--- src/rtl/i2c_bus_monitor.sv ---
// SCL/SDA synchronizers plus edge, START and STOP detection on the synced lines.
module i2c_bus_monitor #(
    parameter int SYNC_STAGES = 2
) (
    input  logic clk,
    input  logic rst,
    input  logic scl_in,
    input  logic sda_in,
    output logic sda_s,
    output logic scl_rise,
    output logic scl_fall,
    output logic start_det,
    output logic stop_det
);

    logic [SYNC_STAGES-1:0] scl_sync_q, scl_sync_d;
    logic [SYNC_STAGES-1:0] sda_sync_q, sda_sync_d;
    logic                   scl_prev_q, scl_prev_d;
    logic                   sda_prev_q, sda_prev_d;
    logic                   scl_s;

    assign scl_s = scl_sync_q[SYNC_STAGES-1];
    assign sda_s = sda_sync_q[SYNC_STAGES-1];

    always_comb begin
        scl_sync_d = SYNC_STAGES'({scl_sync_q, scl_in});
        sda_sync_d = SYNC_STAGES'({sda_sync_q, sda_in});
        scl_prev_d = scl_s;
        sda_prev_d = sda_s;
    end

    // Preset to the idle-bus level so leaving reset never looks like a START
    always_ff @(posedge clk) begin
        if (rst) begin
            scl_sync_q <= '1;
            sda_sync_q <= '1;
            scl_prev_q <= 1'b1;
            sda_prev_q <= 1'b1;
        end else begin
            scl_sync_q <= scl_sync_d;
            sda_sync_q <= sda_sync_d;
            scl_prev_q <= scl_prev_d;
            sda_prev_q <= sda_prev_d;
        end
    end

    assign scl_rise  = scl_s & ~scl_prev_q;
    assign scl_fall  = ~scl_s & scl_prev_q;
    assign start_det = scl_s & sda_prev_q & ~sda_s;
    assign stop_det  = scl_s & ~sda_prev_q & sda_s;

endmodule

--- config.mk ---
export PLATFORM = sky130hd
export DESIGN_NAME = i2c_bus_monitor
export DESIGN_NICKNAME = d
export VERILOG_FILES = /design/src/rtl/i2c_bus_monitor.sv
export SDC_FILE = /design/constraint.sdc
export NUM_CORES = 1
export LEC_CHECK = 0
export CORE_AREA = 2 2 39 41
export CTS_BUF_LIST = sky130_fd_sc_hd__clkbuf_16
export CTS_CLUSTER_DIAMETER = 150
export DETAILED_ROUTE_END_ITERATION = 12
export DIE_AREA = 0 0 41 43
export SYNTH_ARGS = -nofsm -noshare
export SYNTH_HDL_FRONTEND = slang
export SYNTH_SLANG_ARGS = --single-unit
--- constraint.sdc ---
create_clock -name clk -period 1.34 [get_ports clk]
set_input_delay 0.402 -clock clk [delete_from_list [all_inputs] [get_ports clk]]
set_output_delay 0.402 -clock clk [all_outputs]
set_load 0.005 [all_outputs]
# Word-level counts from Yosys, hierarchy flattened
# Index checks and enable logic that the tools add are counted.
# W data, S select, Z words.
# word_totals
reg_bits	6
elab_cells	14
out_inout_bits	5
in_bits	4
# classes
bitwise	10
# ops
operator	n
$and A1 B1 Y1	6
$not A1 Y1	4

# Longest topological paths before layout
# Gate-level depths: netlist (run 1).
# logic_depth
ltp_word	3
mapped_depth	1
depth_no_buf	1

# Worst setup path before layout (run 1)
# No wires, ideal clock.
# synth_path
kind	register to output
startpoint	register sda_sync_q[1]
endpoint	output start_det
path_buffers	0
path_stages_with_launch	2
slack_ns	0.415
t_required_ns	0.938
arrival_ns	0.523
cell_sequence	dfxtp_1 > and3b_1
# synth_between
elab_chain_cells	2
# synth_rtl
item	line	source
start: declaration	17	logic [SYNC_STAGES-1:0] sda_sync_q, sda_sync_d;
start signal: assignment	41	sda_sync_q <= sda_sync_d;
$not A1 Y1	49	assign start_det = scl_s & sda_prev_q & ~sda_s;
$and A1 B1 Y1	49	
end: declaration	12	output logic start_det,
# No other way between the ends.

# Final worst setup path (run 1)
# layout_path
startpoint	register scl_prev_q
endpoint	output scl_fall
# layout_between
elab_chain_cells	1
# layout_rtl
item	line	source
start: declaration	18	logic scl_prev_q, scl_prev_d;
start signal: assignment	42	scl_prev_q <= scl_prev_d;
$and A1 B1 Y1	48	assign scl_fall = ~scl_s & scl_prev_q;
end: declaration	11	output logic scl_fall,
# No other way between the ends.

==> results of run 1 <==
## placed cells by master, fill, tap and decap left out
cell	instances
clkbuf_2	3
clkbuf_16	3
dlygate4sd2_1	1
clkdlybuf4s15_1	1
or2_1	6
dfxtp_2	2
clkdlybuf4s50_1	3
and3b_1	2
dfxtp_1	4
nor2b_1	2
## cells by family after synthesis
family,after synthesis,share of synthesized area
flops,6,0.640
simple gates,10,0.360
## flip-flops by register name, summed over array words and instances, names as in the netlist
signal	cells
scl_sync_q	2
sda_sync_q	2
scl_prev_q	1
sda_prev_q	1
## synth_stat cells
cell type,count
and3b_1,2
or2_1,6
dfxtp_1,6
nor2b_1,2
## timing repair
action | CTS | global route
gates resized for setup | 9 | 5
hold buffers | 0 | 0
setup endpoints to repair | 5 | 4
pin swaps | 0 | 0
hold endpoints to repair | 0 | 0
## worst max path at each step
stage,start,endpoint,slack [ns],cells past startpoint
after floorplan,sda_sync_q[1]$_SDFF_PP1_,start_det,0.41,1
after global placement,sda_sync_q[1]$_SDFF_PP1_,start_det,-0.06,2
after detailed placement,scl_sync_q[1]$_SDFF_PP1_,stop_det,-0.07,2
after CTS,sda_sync_q[1]$_SDFF_PP1_,start_det,0.003,2
after global routing,scl_prev_q$_SDFF_PP1_,scl_fall,0.0009,2
final,scl_prev_q$_SDFF_PP1_,scl_fall,0.08,2
## where the power goes
group | switching, mW | total (mW) | internal (mW)
combinational | 0.00617 | 0.0232 | 0.0170
sequential | 0.00303 | 0.191 | 0.188
clock | 0.0978 | 0.480 | 0.383
total | 0.107 | 0.694 | 0.587
## metal layers
layer  GRT usage  up-vias
li1            -       73
met1      0.0324       52
met2      0.0406       11
met3      0.0942        2
met4      0.0600        0
met5           0        -
## stage by stage
stage / power, mW / utilization
3_5_place_dp: 0.220 / 0.208
4_1_cts: 0.707 / 0.261
5_1_grt: 0.718 / 0.252
6_report: 0.694 / 0.252
2_1_floorplan: 0.200 / -
3_3_place_gp: 0.220 / 0.208
## area by class of cell
cell class	count	share of cell area
Clock buffer	3	0.215
Timing Repair Buffer	8	0.183
Tap cell	16	0.0573
Multi-Input combinational cell	10	0.194
Sequential cell	6	0.351
==> impl_metrics.csv, run 1 <==
group,metric,value,unit
critical_path,cpPeakStageDelay,0.31,ns
floorplanning,dieWidth,41,um
global_route,grt_pass1_vias,108,
synthesis,ys_seq_area_frac,0.640,
drt,wl_met1,110,um
min_path,hold_class,"reg2reg",
clocking,htreeDepth,1,
finish,fin_nets,33,
finish,fillers,150,
synthesis,synth_top_area_share,0.640,
finish,multi_input_area,67.6,um2
power,cellPowerDensity,1990,nW/um2
clocking,cts.sinks,6,
critical_path,r2r_cells,1,
power,vdd_drop_max,0.797,mV
synthesis,synth_area,188,um2
finish,layout.area.seq,123,um2
timing,skew,0.000206,ns
floorplanning,coreArea,1380,um2
finish,fin_area,349,um2
global_route,grt_max_degree,7,
timing,min_period_over_period,0.939,
finish,fin_cells,43,
critical_path,slowest_stage,"dfxtp_1",
drt,postRouteAntennaNets,0,
global_route,grt_pass1_wl,414,um
critical_path,r2r_slack,0.69,ns
timing,hold_slack,0.399,ns
drt,dr.max_layer_used,"met4",
clocking,worst_setup_hold_path_clk_slew,0.03,ns
run_status,status,"finished, final reports clean",
critical_path,r2r_end,"scl_prev_q$_SDFF_PP1_",
power,leakagePower,0.148,nW
drt,vias,138,
critical_path,start_kind,"flop",
timing,fmax,0.795,GHz
global_route,antenna_found_initial,0,
synthesis,synth-warning-count,0,
drt,drc,0,
critical_path,endpoint_kind,"output port",
critical_path,worstSetupPathType,"reg2out",
place,globalplace.congestion,0.590,
run,cap_violations,0,
floorplanning,start_util,0.136,
timing,rsz0062_at_grt,"no",
timing,tightest_slew,0.147,ns
floorplanning,die-height,43,um
critical_path,cp_top_family,"flip-flops",
critical_path,crit_required,0.94,ns
min_path,worstHoldStart,"sda_sync_q[0]$_SDFF_PP1_",
drt,wl_per_cell,6.47,um
synthesis,ys_ff_latch,6,
clocking,cts_setup_buffers,0,
critical_path,worstPathArrival,0.86,ns
finish,area_growth,86.0,%
finish,diodes,0,
clocking,cts_buffer_depth,2,
floorplanning,num_rows,14,
place,numPlacedInstances,40,
min_path,whs_path_depth,1,
drt,drt_iter0_drc,1,
critical_path,path_cells,"nor2b_1, clkdlybuf4s15_1",
drt,drt-total-wl,278,um
place,portBuffers,8,
place,dp_slack,-0.0689,ns
critical_path,path_buf_inv,1,
critical_path,worst-path-max-fanout,2,
clocking,cts-root-buf,"clkbuf_16",
drt,viasPerCell,3.21,
drt,met2WireLength,87,um
drt,wl_met3,64,um
drt,drtPass1Iterations,2,
synthesis,synthTopCellsByArea,"dfxtp_1 (64%), or2_1 (20%), and3b_1 (9.3%)",
timing,maxSlewViolCount,0,
synthesis,synth_nets,20,
synthesis,synth.distinct_cells,4,
synthesis,netlist_instances,16,
timing,slew_headroom,0.902,
timing,setup_violations,0,
floorplanning,dieArea,1760,um2
timing,finalSetupTns,0,ns
place,placedInstanceArea,288,um2
min_path,hold_end,"sda_sync_q[1]$_SDFF_PP1_",
timing,setup_ws,0.0816,ns
clocking,cts_tree,"done",
floorplanning,pin_count,9,
finish,layout-drive-gt1-share,0.296,
global_route,grt.overflow.total,0,
timing,finalHoldViolations,0,
timing,period_needed,1.26,ns
clocking,cts_buffers,3,
clocking,clk_latency,0.23,ns
global_route,grt_usage,0.0503,
critical_path,r2r-start,"scl_sync_q[1]$_SDFF_PP1_",
synthesis,postSynthAreaPerCell,11.7,um2
synthesis,yosys.area.top_type,"dfxtp_1",
(Power assumes the default switching activity.)
==> run 2, diff against run 1 <==
==> constraint.sdc (replaced) <==
create_clock -name clk -period 1.34 [get_ports clk]
set_input_delay 0.335 -clock clk [delete_from_list [all_inputs] [get_ports clk]]
set_output_delay 0.335 -clock clk [all_outputs]
set_load 0.005 [all_outputs]
==> run 2 against run 1 <==
Compared with the run above:
- critical endpoint is now start_det
- flip-flop and latch count unchanged
- first-iteration DRC count up 100%
- highest routed layer is now met3
- clock skew is essentially flat
==> impl_metrics.csv, run 2 (same netlist as run 1, synthesis figures left out) <==
group,metric,value,unit
run,cap_violations,0,
critical_path,slowest_stage,"dfxtp_2",
clocking,cts-root-buf,"clkbuf_16",
global_route,grt.overflow.total,0,
critical_path,worstSetupPathType,"reg2out",
min_path,hold_class,"reg2reg",
drt,postRouteAntennaNets,0,
floorplanning,coreArea,1380,um2
timing,rsz0062_at_grt,"no",
place,globalplace.congestion,0.597,
timing,finalHoldViolations,0,
finish,layout-drive-gt1-share,0.185,
timing,period_needed,1.30,ns
finish,fin_cells,43,
floorplanning,start_util,0.136,
place,portBuffers,8,
finish,layout_commonest_cell,"or2_1",
timing,setup_violations,0,
place,placedInstanceArea,288,um2
clocking,holdBufCountCts,0,
global_route,antenna_found_initial,0,
power,vdd_drop_max,0.630,mV
timing,tightest_slew,0.146,ns
finish,final_cell_mix,"or2_1 (6), dlygate4sd2_1 (5), dfxtp_1 (4)",
global_route,grt_pass1_wl,496,um
finish,fin_area,359,um2
critical_path,worstPathArrival,0.97,ns
timing,maxSlewViolCount,0,
global_route,grt_max_degree,7,
clocking,worst_setup_hold_path_clk_slew,0.03,ns
drt,drt-total-wl,294,um
global_route,grt_usage,0.0524,
critical_path,crit_required,1.00,ns
finish,final_core_util,0.259,
critical_path,worst-path-max-fanout,4,
finish,fillers,147,
critical_path,r2r_cells,1,
drt,drc,0,
power,cellPowerDensity,1910,nW/um2
clocking,cts_buffer_depth,2,
min_path,whs_path_depth,1,
timing,hold_slack,0.405,ns
floorplanning,dieArea,1760,um2
timing,fmax,0.769,GHz
timing,slew_headroom,0.902,
floorplanning,dieWidth,41,um
critical_path,endpoint_kind,"output port",
critical_path,cpPeakStageDelay,0.32,ns
timing,min_period_over_period,0.970,
clocking,cts_setup_buffers,0,
floorplanning,die-height,43,um
clocking,htreeDepth,1,
finish,area_growth,91.3,%
timing,skew,0.0000976,ns
clocking,clk_latency,0.22,ns
drt,vias,139,
critical_path,start_kind,"flop",
finish,reg.largest.list,"scl_sync_q x2, sda_sync_q x2",
global_route,grt_pass1_vias,134,
drt,drtPass1Iterations,2,
critical_path,path_cells,"and3b_1, dlygate4sd2_1",
clocking,cts_buffers,3,
drt,drt_iter0_drc,2,
place,numPlacedInstances,40,
finish,fin_nets,33,
clocking,cts_tree,"done",
drt,viasPerCell,3.23,
clocking,cts.sinks,6,
run_status,status,"finished, final reports clean",
power,leakagePower,0.161,nW
floorplanning,pin_count,9,
drt,wl_per_cell,6.84,um
floorplanning,num_rows,14,
finish,diodes,0,
-- run 2: cell types whose count changed in the layout (fill, tap and decap cells not counted) --
cell	before	now
clkbuf_2	3	0
dlygate4sd2_1	1	5
clkdlybuf4s15_1	1	0
-- run 2: layout make-up --
class	count	area (um2)	share of cell area
tap	16	20.0	0.0557
sequential	6	123	0.341
timing repair buffer	8	73.8	0.206
clock buffer	3	75.1	0.209
multi-input combinational	10	67.6	0.188
-- run 2: timing repair --
action | 4_1_cts | 5_1_grt
setup endpoints to repair | 5 | 0
endpoints found under the hold margin | 0 | 0
resized for setup | 7 | 0
-- run 2: path summary, 6_finish.rpt --
kind	from	end	slack (ns)
worst max-delay path	sda_sync_q[1]$_SDFF_PP1_	start_det	0.04
worst min-delay path	scl_sync_q[0]$_SDFF_PP1_	scl_sync_q[1]$_SDFF_PP1_	0.40
worst max register to register	scl_sync_q[1]$_SDFF_PP1_	scl_prev_q$_SDFF_PP1_	0.69
worst min register to register	scl_sync_q[0]$_SDFF_PP1_	scl_sync_q[1]$_SDFF_PP1_	0.40
-- run 2: worst max-delay path: cells and delay by family (launching register included) --
family	cells	cell delay, ns
buf+inv	1	0.25
flops	1	0.32
simple gates	1	0.17
-- run 2: layer usage --
| metal | wire length [um] | vias up | GRT usage |
|---|---|---|---|
| met2 | 118 | 9 | 0.0594 |
| met4 | 0 | 0 | 0.0600 |
| li1 | - | 73 | - |
| met5 | 0 | - | 0 |
| met1 | 137 | 57 | 0.0390 |
| met3 | 38 | 0 | 0.0628 |
-- run 2: stage by stage --
| stage | worst slack, ns | power, mW | setup TNS, ns |
|---|---|---|---|
| after floorplan | 0.482 | 0.200 | 0 |
| after global placement | 0.0141 | 0.219 | 0 |
| after detailed placement | -0.0129 | 0.221 | -0.0145 |
| after CTS | 0.0289 | 0.696 | 0 |
| after global routing | 0.00826 | 0.708 | 0 |
| final | 0.0399 | 0.685 | 0 |
-- run 2: power breakdown --
group / total [mW] / internal [mW] / switching [mW]
Sequential: 0.191 / 0.188 / 0.00335
Clock: 0.470 / 0.382 / 0.0887
Combinational: 0.0237 / 0.0175 / 0.00623
